===== src/rtl/rx_pkg.sv =====
// Shared types for the RX frame-sync path: FSM states, FIFO entry layout, default sync word.
package rx_pkg;
    typedef enum logic {SEARCH = 1'b0, LOCKED = 1'b1} state_e;

    localparam int DIBIT_W = 2;

    typedef struct packed {
        logic               sof;
        logic               eof;
        logic [DIBIT_W-1:0] data;
    } fifo_entry_t;

    localparam int ENTRY_W = $bits(fifo_entry_t);

    localparam logic [15:0] DEF_SYNC_WORD = 16'hA5C3;
endpackage


===== src/rtl/rx_sym_fifo.sv =====
// Generic synchronous first-word-fall-through FIFO; head entry is visible on rd_data while !empty.
module rx_sym_fifo #(
    parameter int WIDTH = 4,
    parameter int DEPTH = 4
) (
    input  logic             gclk,
    input  logic             grst_n,
    input  logic             push,
    input  logic [WIDTH-1:0] wr_data,
    input  logic             pop,
    output logic [WIDTH-1:0] rd_data,
    output logic             full,
    output logic             empty
);
    localparam int AW = $clog2(DEPTH);

    logic [DEPTH-1:0][WIDTH-1:0] mem;
    logic [AW:0]                 wr_ptr, rd_ptr;
    logic                        wr_en, rd_en;

    assign empty   = (wr_ptr == rd_ptr);
    assign full    = (wr_ptr[AW] != rd_ptr[AW]) && (wr_ptr[AW-1:0] == rd_ptr[AW-1:0]);
    // A push into a full FIFO is accepted only when the head leaves in the same cycle.
    assign wr_en   = push && (!full || pop);
    assign rd_en   = pop && !empty;
    assign rd_data = mem[rd_ptr[AW-1:0]];

    always_ff @(posedge gclk or negedge grst_n) begin
        if (!grst_n) begin
            mem    <= '0;
            wr_ptr <= '0;
            rd_ptr <= '0;
        end else begin
            if (wr_en) begin
                mem[wr_ptr[AW-1:0]] <= wr_data;
                wr_ptr              <= wr_ptr + 1'b1;
            end
            if (rd_en)
                rd_ptr <= rd_ptr + 1'b1;
        end
    end
endmodule


===== src/rtl/rx_frame_sync.sv =====
// Integrate-and-dump QPSK slicer, sync-word search and framed payload delivery through an FWFT FIFO.
module rx_frame_sync
    import rx_pkg::*;
#(
    parameter int                    IN_W        = 6,
    parameter int                    SPS         = 4,
    parameter int                    SYNC_LEN    = 8,
    parameter logic [2*SYNC_LEN-1:0] SYNC_WORD   = DEF_SYNC_WORD,
    parameter int                    PAYLOAD_LEN = 64,
    parameter int                    FIFO_DEPTH  = 4
) (
    input  logic                   CLK_2,
    input  logic                   RST,
    input  logic                   IN_VALID,
    input  logic signed [IN_W-1:0] I_CWM,
    input  logic signed [IN_W-1:0] Q_CWM,
    input  logic                   OUT_READY,
    output logic                   OUT_VALID,
    output logic [DIBIT_W-1:0]     OUT_DATA,
    output logic                   OUT_SOF,
    output logic                   OUT_EOF,
    output logic                   SYNC_LOCK,
    output logic                   OVERFLOW
);
    localparam int CW    = $clog2(SPS);
    localparam int ACC_W = IN_W + CW;
    localparam int FW    = $clog2(SYNC_LEN + 1);
    localparam int PW    = $clog2(PAYLOAD_LEN);

    logic signed [ACC_W-1:0] acc_i, acc_q, sum_i, sum_q;
    logic [CW-1:0]           cnt;
    logic                    sym_stb;
    logic [DIBIT_W-1:0]      dibit;

    assign sum_i = acc_i + {{CW{I_CWM[IN_W-1]}}, I_CWM};
    assign sum_q = acc_q + {{CW{Q_CWM[IN_W-1]}}, Q_CWM};

    always_ff @(posedge CLK_2 or negedge RST) begin
        if (!RST) begin
            acc_i   <= '0;
            acc_q   <= '0;
            cnt     <= '0;
            sym_stb <= 1'b0;
            dibit   <= '0;
        end else begin
            sym_stb <= 1'b0;
            if (IN_VALID) begin
                if (cnt == CW'(SPS - 1)) begin
                    dibit   <= {~sum_i[ACC_W-1], ~sum_q[ACC_W-1]};
                    sym_stb <= 1'b1;
                    acc_i   <= '0;
                    acc_q   <= '0;
                    cnt     <= '0;
                end else begin
                    acc_i <= sum_i;
                    acc_q <= sum_q;
                    cnt   <= cnt + 1'b1;
                end
            end
        end
    end

    state_e                state;
    logic [2*SYNC_LEN-1:0] sr, sr_nxt;
    logic [FW-1:0]         fill, fill_nxt;
    logic [PW-1:0]         pay_cnt;
    logic                  push, pop, full, empty;
    fifo_entry_t           push_entry, head;

    assign sr_nxt   = {sr[2*SYNC_LEN-3:0], dibit};
    assign fill_nxt = (fill == FW'(SYNC_LEN)) ? fill : fill + 1'b1;

    assign push            = sym_stb && (state == LOCKED);
    assign push_entry.sof  = (pay_cnt == '0);
    assign push_entry.eof  = (pay_cnt == PW'(PAYLOAD_LEN - 1));
    assign push_entry.data = dibit;

    always_ff @(posedge CLK_2 or negedge RST) begin
        if (!RST) begin
            state   <= SEARCH;
            sr      <= '0;
            fill    <= '0;
            pay_cnt <= '0;
        end else if (sym_stb) begin
            case (state)
                SEARCH: begin
                    sr   <= sr_nxt;
                    fill <= fill_nxt;
                    if (fill_nxt == FW'(SYNC_LEN) && sr_nxt == SYNC_WORD) begin
                        state   <= LOCKED;
                        pay_cnt <= '0;
                    end
                end
                LOCKED: begin
                    // pay_cnt advances even when the FIFO drops the entry, so framing stays intact.
                    pay_cnt <= pay_cnt + 1'b1;
                    if (push_entry.eof) begin
                        state <= SEARCH;
                        fill  <= '0;
                        sr    <= '0;
                    end
                end
                default: state <= SEARCH;
            endcase
        end
    end

    always_ff @(posedge CLK_2 or negedge RST) begin
        if (!RST)
            OVERFLOW <= 1'b0;
        else if (push && full && !pop)
            OVERFLOW <= 1'b1;
    end

    assign pop       = OUT_VALID && OUT_READY;
    assign OUT_VALID = !empty;
    assign OUT_DATA  = head.data;
    assign OUT_SOF   = head.sof;
    assign OUT_EOF   = head.eof;
    assign SYNC_LOCK = (state == LOCKED);

    rx_sym_fifo #(
        .WIDTH (ENTRY_W),
        .DEPTH (FIFO_DEPTH)
    ) u_fifo (
        .gclk    (CLK_2),
        .grst_n  (RST),
        .push    (push),
        .wr_data (push_entry),
        .pop     (pop),
        .rd_data (head),
        .full    (full),
        .empty   (empty)
    );
endmodule

===== config.mk =====
export PLATFORM = sky130hd
export DESIGN_NAME = rx_frame_sync
export DESIGN_NICKNAME = d
export VERILOG_FILES = /design/src/rtl/rx_pkg.sv /design/src/rtl/rx_sym_fifo.sv /design/src/rtl/rx_frame_sync.sv
export SDC_FILE = /design/constraint.sdc
export NUM_CORES = 1
export LEC_CHECK = 0
export ABC_CLOCK_PERIOD_IN_PS = 2200
export CELL_PAD_IN_SITES_DETAIL_PLACEMENT = 1
export CELL_PAD_IN_SITES_GLOBAL_PLACEMENT = 2
export CORE_AREA = 2 2 101 103
export CTS_CLUSTER_DIAMETER = 120
export DETAILED_ROUTE_END_ITERATION = 12
export DIE_AREA = 0 0 103 105
export PLACE_DENSITY = 0.82
export SLEW_MARGIN = 0
export SYNTH_ARGS = -nofsm -noshare
export SYNTH_HDL_FRONTEND = slang
export SYNTH_SLANG_ARGS = --single-unit

===== constraint.sdc =====
create_clock -name CLK_2 -period 2.2 [get_ports CLK_2]
set_input_delay 0.33 -clock CLK_2 [delete_from_list [all_inputs] [get_ports CLK_2]]
set_output_delay 0.33 -clock CLK_2 [all_outputs]
set_load 0.01 [all_outputs]

==> impl_metrics.json <==
{
  "cts_tree": "yes",
  "routabilityCongestion": 0.790,
  "clock_latency_ps": 330,
  "start_util": 0.390,
  "clk_pin_slew_worst_paths_ps": 80,
  "fin_crit_sh": 0.950,
  "die_w_microns": 103,
  "met3_wirelength_microns": 197,
  "powerDensity_nw_per_um2": 1010,
  "grt_max_degree": 27,
  "vias_per_cell": 5.08,
  "antenna_cells": 0,
  "die_h_microns": 105,
  "worstSetupEndpointType": "output pin",
  "fillerInstances": 1063,
  "synth_edf_count": 0,
  "hold_viol": 0,
  "critPathKind": "reg2out",
  "antenna_found_initial": 0,
  "ant_nets": 0,
  "dr.max_layer_used": "met4",
  "yosysWarnings": 0,
  "io_pins": 23,
  "period_needed_ps": 2090,
  "cts_buffers": 9,
  "worst_pin_slew_ps": 1230,
  "final_cells": 520,
  "wl_met1_mm": 3.55,
  "fin_skew_ps": 11.4,
  "slew_viol_final": 0,
  "utilization": 0.472,
  "ir_drop_mv": 0.409,
  "core_sq_um": 9640,
  "place_hpwl_mm": 5.64,
  "row_count": 36,
  "drtPass1Iterations": 4,
  "dieArea_sq_um": 10800,
  "synth_fp_nets": 370,
  "place_ws_ps": -148,
  "clk_root_buffer_cell": "clkbuf_8",
  "wl_met2_mm": 4.08,
  "syn-cell-area_sq_um": 3760,
  "fin_ws_ps": 109,
  "grt_usage": 0.160,
  "ys_dominant_reg_cell": "dfrtp_1",
  "maxSlewHeadroom": 0.181,
  "overflow": 0,
  "fin_tns_setup_ps": 0,
  "p_leak_nw": 2.23,
  "final_layout_size_suffix_gt1_frac": 0.202,
  "cp-start-kind": "register",
  "ys_seq_elements": 69,
  "status": "finished clean",
  "fmax_mhz": 478,
  "syn_inst": 328,
  "setup_viol": 0,
  "synth_async_sr_flop_share": 1.00,
  "design_power_total_mw": 4.61,
  "cts_buffer_depth": 2,
  "maxCapViolations": 0,
  "wl_mm": 7.87,
  "route.detailed.drc": 0,
  "grt_pass1_wl_mm": 13.8,
  "wire_per_inst_microns": 15.1,
  "grt_setup_unrepaired": "no",
  "cts_sinks": 69,
  "fin_nets": 424,
  "synthToLayoutAreaGrowth_pct": 20.9,
  "synth-seq-area-share": 0.459,
  "hold_class": "reg2reg",
  "route.vias.total": 2643,
  "arrival_ps": 1760,
  "worstPathRequired_ps": 1870,
  "placed_cells": 501,
  "avgSynthCellArea_sq_um": 11.5,
  "grt_pass1_vias": 2942,
  "crit_path_max_fanout": 5,
  "port_buffers": 22,
  "h-tree-depth": 3,
  "drt_iter0_markers": 74,
  "synthDistinctLibCells": 50
}
-- where the power goes --
part	switching [mW]	total [mW]	leakage, nW	internal, mW
registers	0.277	1.86	0.918	1.58
clock network	0.476	1.09	0.106	0.616
logic	0.784	1.65	1.21	0.869
-- cell usage after synthesis, types with 4 or more instances --
cell / number / area (sq um)
inv_1: 25 / 93.8
dfrtp_1: 69 / 1730
a21oi_1: 6 / 30.0
nor2b_1: 5 / 31.3
a21o_1: 6 / 45.0
o22ai_1: 10 / 62.6
nor2_1: 5 / 18.8
a22o_1: 17 / 149
nand3_1: 11 / 55.1
clkbuf_1: 5 / 18.8
xnor2_1: 15 / 131
mux2_4: 16 / 240
ha_1: 24 / 300
nor3_1: 4 / 20.0
mux4_1: 4 / 105
o211ai_1: 7 / 52.6
nand3b_1: 4 / 30.0
xor2_1: 4 / 35.0
o21ai_0: 16 / 80.1
nand2_1: 28 / 105
nand2_4: 4 / 45.0
-- cells in the final DEF, fill, tap and decap left out, types with 5 or more instances in the layout --
cell             synthesis  routed
xnor2_1                 15      15
mux2_4                  16      16
a21oi_1                  6       6
nand2_1                 28      28
nor2b_1                  5       5
clkbuf_8                 0      12
dfrtp_1                 69      68
o21ai_0                 16      16
ha_1                    24      24
a21o_1                   6       6
o211ai_1                 7       7
nand3_1                 11      11
a22o_1                  17      17
inv_1                   25      25
buf_4                    0      27
nor2_1                   5       5
clkdlybuf4s50_1          0      16
o22ai_1                 10      10
-- cell type report --
type | instances | area, sq um | area share
clock inverter | 3 | 42.5 | 0.00935
tap | 133 | 166 | 0.0366
inverter | 25 | 93.8 | 0.0206
clock buffer | 13 | 169 | 0.0371
timing repair buffer | 51 | 445 | 0.0979
sequential | 69 | 1730 | 0.380
multi-input combinational | 226 | 1900 | 0.419
-- timing repair --
action / in CTS / in global routing
buffers inserted: 2 / 0
setup endpoints to repair: 4 / 1
hold buffers: 1 / 0
hold endpoints to repair: 4 / 0
gates resized for setup: 5 / 1
-- worst paths after layout --
path | startpoint | endpoint | slack, ps | cells after the start
worst max register to register | acc_i[1] | acc_i[7] | 240 | 6
worst min-delay path | OVERFLOW | OVERFLOW | 460 | 1
min in group asynchronous | RST | u_fifo.wr_ptr[2] | 540 | 2
max in group asynchronous | RST | fill[3] | 1000 | 3
worst min register to register | OVERFLOW | OVERFLOW | 460 | 1
worst max-delay path | u_fifo.rd_ptr[0] | OUT_EOF | 110 | 3
-- metal layers --
metal,up-vias,GRT usage
li1,1287,-
met1,1318,0.199
met2,34,0.277
met3,4,0.0368
met4,0,0.0367
met5,-,0
-- cells by family (layout without fill, tap and decap cells) --
family / Yosys count / in the layout / synth area share
AND/OR/NAND/NOR: 82 / 82 / 0.130
AO/OA/AOI/OAI: 76 / 76 / 0.140
flip-flops: 69 / 69 / 0.459
buffers and inverters: 33 / 92 / 0.0352
adder cells (fa/ha/maj): 26 / 26 / 0.0904
multiplexers: 23 / 23 / 0.101
XOR/XNOR: 19 / 19 / 0.0442
-- worst max-delay path: stages (launching register included) --
cell and delay, ps:
dfrtp_2 440, buf_4 130, mux4_1 550, dlygate4sd2_1 310
-- sequential cells by signal (all words and copies together), names as in the netlist --
signal / cells
u_fifo.mem: 16
sr: 14
acc_i: 8
acc_q: 8
pay_cnt: 6
fill: 4
u_fifo.rd_ptr: 3
u_fifo.wr_ptr: 3
cnt: 2
dibit: 2
OVERFLOW: 1
SYNC_LOCK: 1
sym_stb: 1
-- per-stage QoR --
stage / area, sq um / hold slack (ps)
after floorplan: 3760 / 34.4
after global placement: 4310 / 378
after detailed placement: 4310 / 387
after CTS: 4550 / 464
after global routing: 4550 / 473
final: 4550 / 465
Power figures use the tool's default switching activity.
